==> src/rtl/li_pkg.sv <==
// Shared helpers for the li_* latency-insensitive blocks: clog2 and token widths.
package li_pkg;

  function automatic int clog2(input int v);
    int r;
    r = 0;
    for (int p = 1; p < v; p = p * 2) r++;
    return r;
  endfunction

  // Data width of a port; WIDTH=0 (token-only) still carries a 1-bit bus.
  function automatic int data_w(input int width);
    return (width > 0) ? width : 1;
  endfunction

  // Stored token = {data, en}.
  function automatic int tok_w(input int width);
    return data_w(width) + 1;
  endfunction

endpackage

==> src/rtl/li_token_ring.sv <==
// Circular token buffer of N entries with push/pop/clear; pointers wrap at N-1 so N need
// not be a power of two.
module li_token_ring
  import li_pkg::*;
#(
  parameter int TW = 2,
  parameter int N  = 1,
  parameter int CW = 2
) (
  input  logic          clk_i,
  input  logic          rst_i,
  input  logic          clr_i,
  input  logic          push_i,
  input  logic          pop_i,
  input  logic [TW-1:0] din_i,
  output logic [TW-1:0] dout_o,
  output logic          full_o,
  output logic          empty_o,
  output logic [CW-1:0] cnt_o
);

  localparam int PW = (N > 1) ? clog2(N) : 1;

  logic [TW-1:0] mem_q [N];
  logic [PW-1:0] rd_q, rd_d, wr_q, wr_d;
  logic [CW-1:0] cnt_q, cnt_d;

  function automatic logic [PW-1:0] nxt(input logic [PW-1:0] p);
    return (p == PW'(N - 1)) ? '0 : p + PW'(1);
  endfunction

  always_comb begin
    rd_d  = rd_q;
    wr_d  = wr_q;
    cnt_d = cnt_q;
    if (clr_i) begin
      rd_d  = '0;
      wr_d  = '0;
      cnt_d = '0;
    end else begin
      if (push_i) wr_d = nxt(wr_q);
      if (pop_i)  rd_d = nxt(rd_q);
      if (push_i && !pop_i)      cnt_d = cnt_q + CW'(1);
      else if (pop_i && !push_i) cnt_d = cnt_q - CW'(1);
    end
  end

  always_ff @(posedge clk_i) begin
    if (rst_i) begin
      rd_q  <= '0;
      wr_q  <= '0;
      cnt_q <= '0;
    end else begin
      rd_q  <= rd_d;
      wr_q  <= wr_d;
      cnt_q <= cnt_d;
    end
  end

  // Storage carries no reset; occupancy is tracked by cnt_q alone.
  always_ff @(posedge clk_i) begin
    if (push_i && !clr_i) mem_q[wr_q] <= din_i;
  end

  assign dout_o  = mem_q[rd_q];
  assign full_o  = (cnt_q == CW'(N));
  assign empty_o = (cnt_q == '0);
  assign cnt_o   = cnt_q;

endmodule

==> src/rtl/li_reg_queue.sv <==
// Latency-insensitive register with a DEPTH-slot token buffer (head + DEPTH-1 ring).
// Optional FLUSH port enabled by defining LI_REG_FLUSH_EN.
module li_reg_queue
  import li_pkg::*;
#(
  parameter int WIDTH = 1,
  parameter int DEPTH = 2,
  parameter int INIT  = 0
) (
  input  logic                      CLK,
  input  logic                      RST,
  input  logic [data_w(WIDTH)-1:0]  IN_WRITE,
  input  logic                      IN_WRITE_VALID,
  output logic                      IN_WRITE_CONSUMED,
  input  logic                      IN_EN_WRITE,
  input  logic                      IN_EN_WRITE_VALID,
  output logic                      IN_EN_WRITE_CONSUMED,
  output logic [data_w(WIDTH)-1:0]  OUT_READ,
  output logic                      OUT_READ_VALID,
  input  logic                      OUT_READ_CONSUMED,
  output logic [clog2(DEPTH+1)-1:0] OCCUPANCY
`ifdef LI_REG_FLUSH_EN
  ,
  input  logic                      FLUSH
`endif
);

  localparam int W  = data_w(WIDTH);
  localparam int TW = tok_w(WIDTH);
  localparam int C  = clog2(DEPTH + 1);
  localparam logic [W-1:0] INIT_V = W'(INIT);

  logic          flush;
  logic          inp, cons, enq, deq, load, push, pop;
  logic          pend_full, pend_empty;
  logic [W-1:0]  in_data;
  logic [TW-1:0] in_tok, ring_tok, apply_tok;
  logic [C-1:0]  cnt;
  logic          hd_valid_q, hd_valid_d;
  logic [W-1:0]  hd_data_q, hd_data_d;

`ifdef LI_REG_FLUSH_EN
  assign flush = FLUSH;
`else
  assign flush = 1'b0;
`endif

  // Both halves of a token must be present together; CONSUMED never looks at the consumer.
  assign inp  = ((WIDTH == 0) ? 1'b1 : IN_WRITE_VALID) & IN_EN_WRITE_VALID;
  assign cons = flush ? !inp : (inp ? !pend_full : 1'b1);
  assign IN_WRITE_CONSUMED    = cons;
  assign IN_EN_WRITE_CONSUMED = cons;

  assign enq  = inp & !pend_full & !flush;
  assign deq  = hd_valid_q & ((WIDTH == 0) ? 1'b1 : OUT_READ_CONSUMED);
  assign load = deq | !hd_valid_q;
  assign pop  = load & !pend_empty & !flush;
  assign push = enq & !(load & pend_empty);

  assign in_data   = (WIDTH == 0) ? '0 : IN_WRITE;
  assign in_tok    = {in_data, IN_EN_WRITE};
  assign apply_tok = pop ? ring_tok : in_tok;

  li_token_ring #(
    .TW (TW),
    .N  (DEPTH - 1),
    .CW (C)
  ) u_ring (
    .clk_i   (CLK),
    .rst_i   (RST),
    .clr_i   (flush),
    .push_i  (push),
    .pop_i   (pop),
    .din_i   (in_tok),
    .dout_o  (ring_tok),
    .full_o  (pend_full),
    .empty_o (pend_empty),
    .cnt_o   (cnt)
  );

  // An en=0 token still occupies the head but re-presents the previous value.
  always_comb begin
    hd_valid_d = hd_valid_q;
    hd_data_d  = hd_data_q;
    if (pop || (enq && load)) begin
      hd_valid_d = 1'b1;
      if (apply_tok[0]) hd_data_d = apply_tok[TW-1:1];
    end else if (deq) begin
      hd_valid_d = 1'b0;
    end
  end

  always_ff @(posedge CLK) begin
    if (RST) begin
      hd_valid_q <= 1'b1;
      hd_data_q  <= INIT_V;
    end else begin
      hd_valid_q <= hd_valid_d;
      hd_data_q  <= hd_data_d;
    end
  end

  assign OUT_READ       = hd_data_q;
  assign OUT_READ_VALID = hd_valid_q;
  assign OCCUPANCY      = C'(hd_valid_q) + cnt;

endmodule
==> config.mk <==
export PLATFORM = sky130hd
export DESIGN_NAME = li_reg_queue
export DESIGN_NICKNAME = d
export VERILOG_FILES = /design/src/rtl/li_pkg.sv /design/src/rtl/li_token_ring.sv /design/src/rtl/li_reg_queue.sv
export SDC_FILE = /design/constraint.sdc
export NUM_CORES = 1
export LEC_CHECK = 0
export CAP_MARGIN = 20
export CORE_AREA = 2 2 39 41
export DETAILED_ROUTE_END_ITERATION = 10
export DIE_AREA = 0 0 41 43
export GPL_TIMING_DRIVEN = 0
export REMOVE_ABC_BUFFERS = 1
export SETUP_SLACK_MARGIN = 0.2
export SYNTH_ARGS = -nofsm -noshare
export SYNTH_HDL_FRONTEND = slang
export SYNTH_SLANG_ARGS = --single-unit
==> constraint.sdc <==
create_clock -name CLK -period 1.5 [get_ports CLK]
set_input_delay 0.3 -clock CLK [delete_from_list [all_inputs] [get_ports CLK]]
set_output_delay 0.3 -clock CLK [all_outputs]
set_load 0.03 [all_outputs]
==> flow_metrics.tcl <==
set metrics [dict create \
    drv_cap 0 \
    setup_tns_ns 0 \
    crit-reg2reg-capture "OUT_READ_VALID" \
    syn_area_um2 384 \
    area_growth_pct 71.7 \
    placed_cells 63 \
    firstDrtPassIters 2 \
    vias_per_cell 4.97 \
    hold_class "reg2reg" \
    core-area_um2 1380 \
    fin_skew_ns 0.00110 \
    grt_max_degree 8 \
    routedWlPerCell_um 12.5 \
    worst_pin_slew_ns 0.219 \
    slew_headroom_pct 85.2 \
    rsz0062_at_grt "true" \
    seq_power_share_pct 23.6 \
    htreeDepth 1 \
    fin_hold_ws_ns 0.556 \
    maxClockFrequency_ghz 0.673 \
    finalCriticalPeriod_ns 1.49 \
    cts_hold_buffers 0 \
    synth.area.top_cells "dfxtp_1, edfxtp_1, ha_1" \
    sw_frac_of_total_pct 40.7 \
    n_antenna_cell 0 \
    status "finished, final reports clean" \
    drive_above_1_share_pct 54.4 \
    fillerInstances 131 \
    yosysMostFrequentCell "dfxtp_1" \
    yosysSeqAreaShare_pct 36.5 \
    grt_pass1_vias 366 \
    vdd_drop_max_mv 0.643 \
    gp_congestion 0.727 \
    p_comb_share_pct 62.5 \
    path_class "reg2reg" \
    clk_latency_ns 0.25 \
    ant_nets 0 \
    crit_end "OUT_READ_VALID" \
    die_h_um 43 \
    antenna_found_initial 0 \
    fin_util_pct 47.6 \
    cp_cell_sequence "inv_4 > ha_4 > and3b_2 > buf_6 > or4b_1" \
    p_int_w 0.000651 \
    cts.clk_slew.worst_paths_ns 0.04 \
    power_leakage_nw 0.274 \
    worstPathMaxFanout 5 \
    yosys_most_used_dff "dfxtp_1" \
    grt_pass1_wl_um 1410 \
    start_util_pct 27.8 \
    synth-edff-count 2 \
    slew_violations 0 \
    endpoint_kind "flip-flop" \
    crit_slowest_cell "or4b_1" \
    hold_viol 0 \
    synth_cell_types 25 \
    arrival_ns 1.61 \
    startpoint "u_ring.cnt_o[1]" \
    r2r_slack_ns 0.01 \
    clk_path_buf_depth 2 \
    ys_warn_count 0 \
    fin_nets 69 \
    grtUsageTotal_pct 12.1 \
    ys_ff_latch 6 \
    final.period_utilization_pct 99.1 \
    slowest_delay_ns 0.45 \
    postSynthAreaPerCell_um2 10.4 \
    root_buffer "clkbuf_4" \
    start_kind "flip-flop" \
    p_sw_w 0.000447 \
    routed_wl_um 915 \
    multi_input_area_um2 280 \
    io-pin-count 13 \
    placementRows 14 \
    clkPwrFrac_pct 13.9 \
    first_iter_violations 2 \
    reg2reg_depth 5 \
    timing.rr.start "u_ring.cnt_o[1]" \
    critical_path_required_ns 1.62 \
    die-area_um2 1760 \
    async_flop_share_pct 0 \
    yosys.area.top_type "dfxtp_1" \
    vias 363 \
    powerDensity_nw_per_um2 1660 \
    dp_hpwl_um 574 \
    netlist.area_leader.share_pct 20.8 \
    port_buffers 12 \
    cts.sinks 6 \
    cts_made_buffers 3 \
    fin_cells 73 \
    register_area_um2 148 \
    grt_overflow 0 \
    netlist_instances 37 \
    drc 0 \
    die_w_um 41 \
    setup_viol 0 \
    synthTopCellsByCount "dfxtp_1, ha_1, nor2_1, o21ai_0" \
    cts_tree "built" \
]
==> stage by stage <==
| step | worst slack [ns] | instance area (um^2) | total power, W |
|---|---|---|---|
| detailed placement | -0.348 | 505 | 0.000754 |
| floorplan | -0.111 | 365 | 0.000600 |
| global route | -0.0280 | 659 | 0.00117 |
| CTS | 0.0174 | 622 | 0.00106 |
| global placement | -0.328 | 505 | 0.000753 |
| finish | 0.0132 | 659 | 0.00110 |
==> layer usage <==
metal / vias to the layer above / share of wire, % / track usage (%)
li1: 178 / - / -
met1: 171 / 39 / 11.5
met2: 12 / 54 / 20.9
met3: 2 / 5.1 / 1.57
met4: 0 / 2.1 / 10.0
met5: - / 0 / 0
==> cell families (layout without fill, tap and decap cells) <==
family	count (synthesis)	count (layout)	share of synthesized area, %
mux	1	1	3.91
buf+inv	4	24	6.84
xor+xnor	1	1	2.28
fa+ha+maj	3	3	9.77
simple gates	12	12	20.9
compound gates	10	10	19.9
flops	6	6	36.5
==> critical path: cells and delay by family, from the launching register on <==
family                     cells  cell delay [ns]
buffers and inverters          2             0.18
and+or+nand+nor                2             0.71
adders and majority gates      1             0.11
DFF                            1             0.35
==> cell type report <==
cell class                      count  area share (%)
Multi-Input combinational cell     27            42.5
Timing Repair Buffer               19            27.1
Clock buffer                        3            3.42
Inverter                            2            1.52
Sequential cell                     6            22.4
Tap cell                           16            3.04
==> registers in the layout, indices dropped and copies added (netlist names) <==
register,flops
u_ring.cnt_o,2
OUT_READ_VALID,1
u_ring.mem_q,2
OUT_READ,1
==> cells in the final DEF, fill, tap and decap left out <==
cell             n
buf_4            7
clkdlybuf4s50_1  4
buf_6            4
o21ai_0          3
clkbuf_4         3
dfxtp_1          2
nand2_1          2
nor2_1           2
ha_4             2
dlymetal6s2s_1   2
dfxtp_4          2
edfxtp_1         2
nand2b_1         1
and3b_2          1
a21boi_4         1
nand3_4          1
inv_1            1
and2b_4          1
or4b_1           1
nor2_2           1
and3_1           1
a22o_1           1
a221oi_1         1
a311oi_1         1
nor3_4           1
a211oi_2         1
a311oi_2         1
a21oi_2          1
mux2_4           1
inv_4            1
xor2_1           1
ha_1             1
clkbuf_2         1
clkdlybuf4s15_2  1
==> repair_timing <==
action / 4_1_cts / 5_1_grt
setup buffers: 5 / 2
endpoints found under the setup margin: 12 / 11
pin swaps: 4 / 2
gates resized for setup: 47 / 10
==> power groups by stage <==
stage | logic [W] | registers, W | clock network [W]
final | 0.000686 | 0.000259 | 0.000153
after global routing | 0.000738 | 0.000266 | 0.000165
after CTS | 0.000645 | 0.000258 | 0.000154
after detailed placement | 0.000508 | 0.000247 | 0
after global placement | 0.000505 | 0.000248 | 0
after floorplan | 0.000337 | 0.000263 | 0
==> worst min-delay path by stage <==
stage                                  start  cells past startpoint               to
after detailed placement  u_ring.mem_q[0][1]                      2         OUT_READ
after CTS                 u_ring.mem_q[0][1]                      2         OUT_READ
after floorplan                          RST                      1  u_ring.cnt_o[1]
after global placement    u_ring.mem_q[0][1]                      2         OUT_READ
after global routing      u_ring.mem_q[0][1]                      2         OUT_READ
final                     u_ring.mem_q[0][1]                      2         OUT_READ
(Power assumes the default switching activity.)
